`config.mk`:
```
export PLATFORM = sky130hd
export DESIGN_NAME = saturn_bus_ctrl
export DESIGN_NICKNAME = d
export VERILOG_FILES = /design/src/rtl/saturn_bus_ctrl.sv
export SDC_FILE = /design/constraint.sdc
export NUM_CORES = 1
export LEC_CHECK = 0
export ABC_AREA = 1
export CELL_PAD_IN_SITES_DETAIL_PLACEMENT = 0
export CELL_PAD_IN_SITES_GLOBAL_PLACEMENT = 1
export CORE_MARGIN = 1.5
export CORE_UTILIZATION = 39
export DETAILED_ROUTE_END_ITERATION = 6
export HOLD_SLACK_MARGIN = 0.05
export PLACE_DENSITY_LB_ADDON = 0.1
export SETUP_SLACK_MARGIN = 0.1
export SLEW_MARGIN = 5
export SYNTH_ARGS = -nofsm -noshare
export SYNTH_HDL_FRONTEND = slang
export SYNTH_SLANG_ARGS = --single-unit
```
`constraint.sdc`:
```
create_clock -name i_clk -period 5.6 [get_ports i_clk]
set_clock_uncertainty 0.1 [all_clocks]
set_input_delay 1.12 -clock i_clk [delete_from_list [all_inputs] [get_ports i_clk]]
set_output_delay 1.12 -clock i_clk [all_outputs]
set_load 0.03 [all_outputs]
```
`src/rtl/saturn_bus_ctrl.sv`:
```
// saturn_bus_ctrl: serialises read/write/configure/bus-reset requests onto the Saturn nibble bus.
// Define SATURN_BUSCTRL_ADDR_CACHE_EN to keep a shadow DP and skip redundant LOAD_DP sequences.
module saturn_bus_ctrl #(
  parameter int RD_LAT = 1
) (
  input  logic        i_clk,
  input  logic        i_reset,
  input  logic        i_clk_en,
  input  logic        i_req_valid,
  output logic        o_req_ready,
  input  logic [1:0]  i_req_op,
  input  logic [19:0] i_req_addr,
  input  logic [3:0]  i_req_len,
  input  logic [63:0] i_req_wdata,
  output logic [63:0] o_rd_data,
  output logic        o_done,
  output logic        o_bus_err,
  output logic        o_bus_clk_en,
  output logic        o_bus_is_data,
  output logic [3:0]  o_bus_nibble_out,
  input  logic [3:0]  i_bus_nibble_in,
  input  logic        i_bus_active
);

  localparam logic [1:0] OP_READ  = 2'd0;
  localparam logic [1:0] OP_WRITE = 2'd1;
  localparam logic [1:0] OP_CFG   = 2'd2;

  typedef enum logic [2:0] {
    S_IDLE, S_LDCMD, S_ADDR, S_XCMD, S_DATA, S_DRAIN, S_DONE
  } state_t;

  state_t      r_state;
  logic [1:0]  r_op;
  logic [19:0] r_addr;
  logic [3:0]  r_len;
  logic [63:0] r_wdata;
  logic [3:0]  r_cnt;
  logic        r_err;
  logic [RD_LAT-1:0] r_capValid;
  logic [3:0]  r_capIdx [RD_LAT];

  logic        w_accept;
  logic        w_push;
  logic        w_capPending;
  logic        w_dataLast;
  logic        w_skipAddr;
  logic [3:0]  w_xcmd;
  logic [3:0]  w_dataNib;
  logic [31:0] w_addrPad;

  assign o_req_ready = (r_state == S_IDLE);
  assign w_accept    = i_req_valid && o_req_ready && i_clk_en;
  assign w_addrPad   = {12'h000, r_addr};
  assign w_dataLast  = (r_cnt == ((r_op == OP_CFG) ? 4'd4 : r_len));
  assign w_push      = i_clk_en && (r_state == S_DATA) && (r_op == OP_READ);

  always_comb begin
    w_xcmd    = 4'hF;
    w_dataNib = 4'h0;
    case (r_op)
      OP_READ:  w_xcmd = 4'h2;
      OP_WRITE: begin
        w_xcmd    = 4'h3;
        w_dataNib = r_wdata[{r_cnt, 2'b00} +: 4];
      end
      OP_CFG: begin
        w_xcmd    = 4'h6;
        w_dataNib = w_addrPad[{r_cnt[2:0], 2'b00} +: 4];
      end
      default: w_xcmd = 4'hF;
    endcase
  end

  // Only the final stage may still be in flight when DRAIN hands over to DONE.
  always_comb begin
    w_capPending = 1'b0;
    for (int s = 0; s < RD_LAT - 1; s++) begin
      w_capPending = w_capPending | r_capValid[s];
    end
  end

`ifdef SATURN_BUSCTRL_ADDR_CACHE_EN
  logic [19:0] r_shadow;
  logic        r_shadowValid;

  assign w_skipAddr = r_shadowValid && (i_req_addr == r_shadow);

  always_ff @(posedge i_clk) begin
    if (i_reset) begin
      r_shadow      <= '0;
      r_shadowValid <= 1'b0;
    end else if (w_accept && i_req_op[1]) begin
      r_shadowValid <= 1'b0;
    end else if ((r_state == S_DONE) && i_clk_en && !r_op[1]) begin
      r_shadow      <= r_addr + 20'(r_len) + 20'd1;
      r_shadowValid <= 1'b1;
    end
  end
`else
  assign w_skipAddr = 1'b0;
`endif

  always_ff @(posedge i_clk) begin
    if (i_reset) begin
      r_capValid <= '0;
      for (int s = 0; s < RD_LAT; s++) r_capIdx[s] <= '0;
    end else begin
      r_capValid[0] <= w_push;
      r_capIdx[0]   <= r_cnt;
      for (int s = 1; s < RD_LAT; s++) begin
        r_capValid[s] <= r_capValid[s-1];
        r_capIdx[s]   <= r_capIdx[s-1];
      end
    end
  end

  always_ff @(posedge i_clk) begin
    if (i_reset) begin
      r_state          <= S_IDLE;
      r_op             <= '0;
      r_addr           <= '0;
      r_len            <= '0;
      r_wdata          <= '0;
      r_cnt            <= '0;
      r_err            <= 1'b0;
      o_rd_data        <= '0;
      o_done           <= 1'b0;
      o_bus_err        <= 1'b0;
      o_bus_clk_en     <= 1'b0;
      o_bus_is_data    <= 1'b0;
      o_bus_nibble_out <= '0;
    end else begin
      o_bus_clk_en <= 1'b0;
      o_done       <= 1'b0;
      o_bus_err    <= 1'b0;
      if (r_capValid[RD_LAT-1]) begin
        o_rd_data[{r_capIdx[RD_LAT-1], 2'b00} +: 4] <= i_bus_nibble_in;
        r_err <= r_err | ~i_bus_active;
      end
      case (r_state)
        S_IDLE: if (w_accept) begin
          r_op      <= i_req_op;
          r_addr    <= i_req_addr;
          r_len     <= i_req_len;
          r_wdata   <= i_req_wdata;
          r_cnt     <= '0;
          r_err     <= 1'b0;
          o_rd_data <= '0;
          if (i_req_op[1] || w_skipAddr) r_state <= S_XCMD;
          else                           r_state <= S_LDCMD;
        end
        S_LDCMD: if (i_clk_en) begin
          o_bus_clk_en     <= 1'b1;
          o_bus_is_data    <= 1'b0;
          o_bus_nibble_out <= 4'h5;
          r_cnt            <= '0;
          r_state          <= S_ADDR;
        end
        S_ADDR: if (i_clk_en) begin
          o_bus_clk_en     <= 1'b1;
          o_bus_is_data    <= 1'b1;
          o_bus_nibble_out <= w_addrPad[{r_cnt[2:0], 2'b00} +: 4];
          if (r_cnt == 4'd4) begin
            r_cnt   <= '0;
            r_state <= S_XCMD;
          end else begin
            r_cnt <= r_cnt + 4'd1;
          end
        end
        S_XCMD: if (i_clk_en) begin
          o_bus_clk_en     <= 1'b1;
          o_bus_is_data    <= 1'b0;
          o_bus_nibble_out <= w_xcmd;
          r_cnt            <= '0;
          r_state          <= (r_op == 2'd3) ? S_DONE : S_DATA;
        end
        S_DATA: if (i_clk_en) begin
          o_bus_clk_en     <= 1'b1;
          o_bus_is_data    <= 1'b1;
          o_bus_nibble_out <= w_dataNib;
          if (w_dataLast) begin
            r_cnt   <= '0;
            r_state <= (r_op == OP_READ) ? S_DRAIN : S_DONE;
          end else begin
            r_cnt <= r_cnt + 4'd1;
          end
        end
        S_DRAIN: if (!w_capPending) r_state <= S_DONE;
        S_DONE: if (i_clk_en) begin
          o_done    <= 1'b1;
          o_bus_err <= r_err;
          r_state   <= S_IDLE;
        end
        default: r_state <= S_IDLE;
      endcase
    end
  end

endmodule

```
==> results.py <==
metrics = {
    "grt": {
        "grt.total_usage": 0.205,
        "grt_pass1_wl_um": 32700,
        "antenna_found_initial": 0,
        "grt_pass1_vias": 6502,
        "grt_start_max_net_pins": 101,
        "grt-ovfl-total": 0,
    },
    "detailed_routing": {
        "wl_per_cell_um": 14.2,
        "drc": 0,
        "ant_nets": 0,
        "drt-pass1-iter-count": 5,
        "drtIter0Drc": 325,
        "via_per_inst": 4.88,
        "num_vias": 6953,
        "wl_um": 20300,
    },
    "layout": {
        "final_cell_count_no_fill": 1425,
        "utilization": 0.531,
        "fill_cells": 1873,
        "n_antenna_cell": 0,
        "area_growth_pct": 32.6,
        "fin_area_um2": 10000,
        "nets": 1261,
        "final_layout_size_suffix_gt1_frac": 0.0661,
    },
    "logic_synthesis": {
        "synth_edf_count": 0,
        "synthCells": 1007,
        "synth_fp_nets": 1116,
        "yosysSeqAreaShare": 0.464,
        "synth.avg_cell_area_um2": 7.50,
        "netlist_top_cells_count": "dfxtp_1 (175), o21ai_0 (157), nor2_1 (142), a21oi_1 (115), nand2_1 (112)",
        "ys_warn_count": 0,
        "ys_ff_latch": 175,
        "synth.top_cell.area_share": 0.464,
        "syn_area_um2": 7550,
        "synthFlopType": "dfxtp_1",
        "ys_types": 34,
        "synth.area.top_cells": "dfxtp_1 (46%), o21ai_0 (10%), a21oi_1 (7.6%)",
        "yosysTopAreaCell": "dfxtp_1",
        "synthArstFlopShare": 0,
        "yosysMostFrequentCell": "dfxtp_1",
    },
    "worst_setup_path": {
        "worst_ep_arrival_time_ps": 3910,
        "startpoint_type": "input port",
        "crit_path_end_kind": "flop",
        "path_max_fanout": 41,
        "required_ps": 5810,
        "worst-setup-path-type": "in2reg",
    },
    "clocking": {
        "postCtsSetupBuffers": 0,
        "cts_max_level": 4,
        "cts_buffers": 17,
        "clock_latency_ps": 420,
        "path_clk_slew_ps": 70,
        "clock-sinks": 175,
        "post_cts_resized": 0,
        "hold_buffers": 0,
        "cts_tree": "built",
        "cts_root_buffer": "clkbuf_16",
        "clockBufferDepth": 2,
    },
    "sta": {
        "fin_crit_ps": 3700,
        "worst_slack_ps": 1900,
        "maxSlewHeadroom": 0.224,
        "post-route-period-util": 0.660,
        "finalHoldViolations": 0,
        "setup_viol": 0,
        "fmax_ghz": 0.271,
        "drv_slew": 0,
        "tns_ps": 0,
        "rsz0062_at_grt": "false",
        "worst_pin_slew_ps": 1160,
    },
    "placement": {
        "placedCellCount": 1393,
        "place_congestion": 0.799,
        "placed_area_um2": 9410,
        "dp_hpwl_um": 14000,
        "dpl_worst_slack_ps": 1430,
        "port_buffers": 171,
    },
    "power_and_ir_drop": {
        "pwr_density_cell_nw_per_um2": 367,
        "ir_drop_mv": 0.230,
        "leakagePower_nw": 3.89,
    },
    "die": {
        "core_area_um2": 18800,
        "pin_count": 172,
        "rows": 50,
        "die_x_um": 142,
        "initial_core_util": 0.401,
        "dieArea_um2": 20200,
        "die_h_um": 142,
    },
    "min_path": {
        "hp-class": "reg2reg",
    },
    "job": {
        "maxCapViolCount": 0,
    },
    "status": {
        "status": "complete, no violations",
    },
}
metal layers:
| metal | vias to the layer above | share of wire | track usage |
|---|---|---|---|
| li1 | 3638 | - | - |
| met1 | 3115 | 0.48 | 0.270 |
| met2 | 181 | 0.47 | 0.346 |
| met3 | 19 | 0.046 | 0.0357 |
| met4 | 0 | 0.011 | 0.0591 |
| met5 | - | 0 | 0 |
where the power goes:
group          internal (W)  total, W  switching [W]
logic              0.000341  0.000979       0.000638
registers           0.00141   0.00149      0.0000782
clock network      0.000678   0.00120       0.000519
worst paths after layout:
| check | startpoint | depth (start not counted) | slack, ps | to |
|---|---|---|---|---|
| worst max-delay path | i_clk_en | 9 | 1900 | o_rd_data[13] |
| worst min-delay path | r_addr[2] | 2 | 350 | r_addr[2] |
| worst max register to register | r_cnt[1] | 9 | 2590 | o_bus_nibble_out[3] |
| worst min register to register | r_addr[2] | 2 | 350 | r_addr[2] |
kinds of logic after synthesis:
kind of cell,Yosys count,share of synthesized area
AND/OR/NAND/NOR,361,0.219
AO/OA/AOI/OAI,301,0.211
flip-flops,175,0.464
buffers and inverters,154,0.0812
adder cells (fa/ha/maj),10,0.0166
XOR/XNOR,6,0.00796
cells in the final DEF, fill, tap and decap left out, types with 5 or more instances in the layout:
master | Yosys | final
nor3_1 | 13 | 13
nor2_4 | 11 | 11
nand2_1 | 112 | 112
dfxtp_1 | 175 | 174
ha_1 | 10 | 10
nand3_1 | 51 | 51
xor2_1 | 5 | 5
nor2_1 | 142 | 142
clkbuf_16 | 0 | 17
o21ai_0 | 157 | 157
clkinv_1 | 5 | 5
a21oi_1 | 115 | 115
clkdlybuf4s50_1 | 0 | 171
nand2_4 | 5 | 5
inv_1 | 93 | 92
clkinv_4 | 0 | 5
nand3_2 | 6 | 6
buf_4 | 1 | 6
nand4_1 | 13 | 13
a211oi_1 | 21 | 21
layout make-up:
cell class              instances  area, um^2  share of cell area
flip-flops and latches        175        3500               0.350
multi-input cells             678        3430               0.343
repair buffers                177        1760               0.176
clock buffers                  18         439              0.0439
inverters                     103         393              0.0393
well taps                     260         325              0.0325
clock inverters                14         156              0.0156
sequential cells by signal, summed over array words and instances, names as in the netlist, 2 cells and up:
register	count
o_rd_data	64
o_bus_nibble_out	4
r_addr	20
r_len	4
r_capIdx	4
r_cnt	4
r_wdata	64
r_state	3
r_op	2
through the flow:
step                hold slack (ps)  power, W
CTS                             355   0.00371
global route                    371   0.00391
finish                          353   0.00367
detailed placement              345   0.00251
floorplan                       324   0.00221
global placement                337   0.00250
worst max-delay path: stages:
cell	delay (ps)
clkdlybuf4s50_1	590
nand2_1	130
nor2_4	110
buf_4	340
clkinv_2	120
nand2_2	520
inv_1	620
o21ai_0	260
a21oi_1	60
No activity file was read; power rests on OpenSTA's default activity.
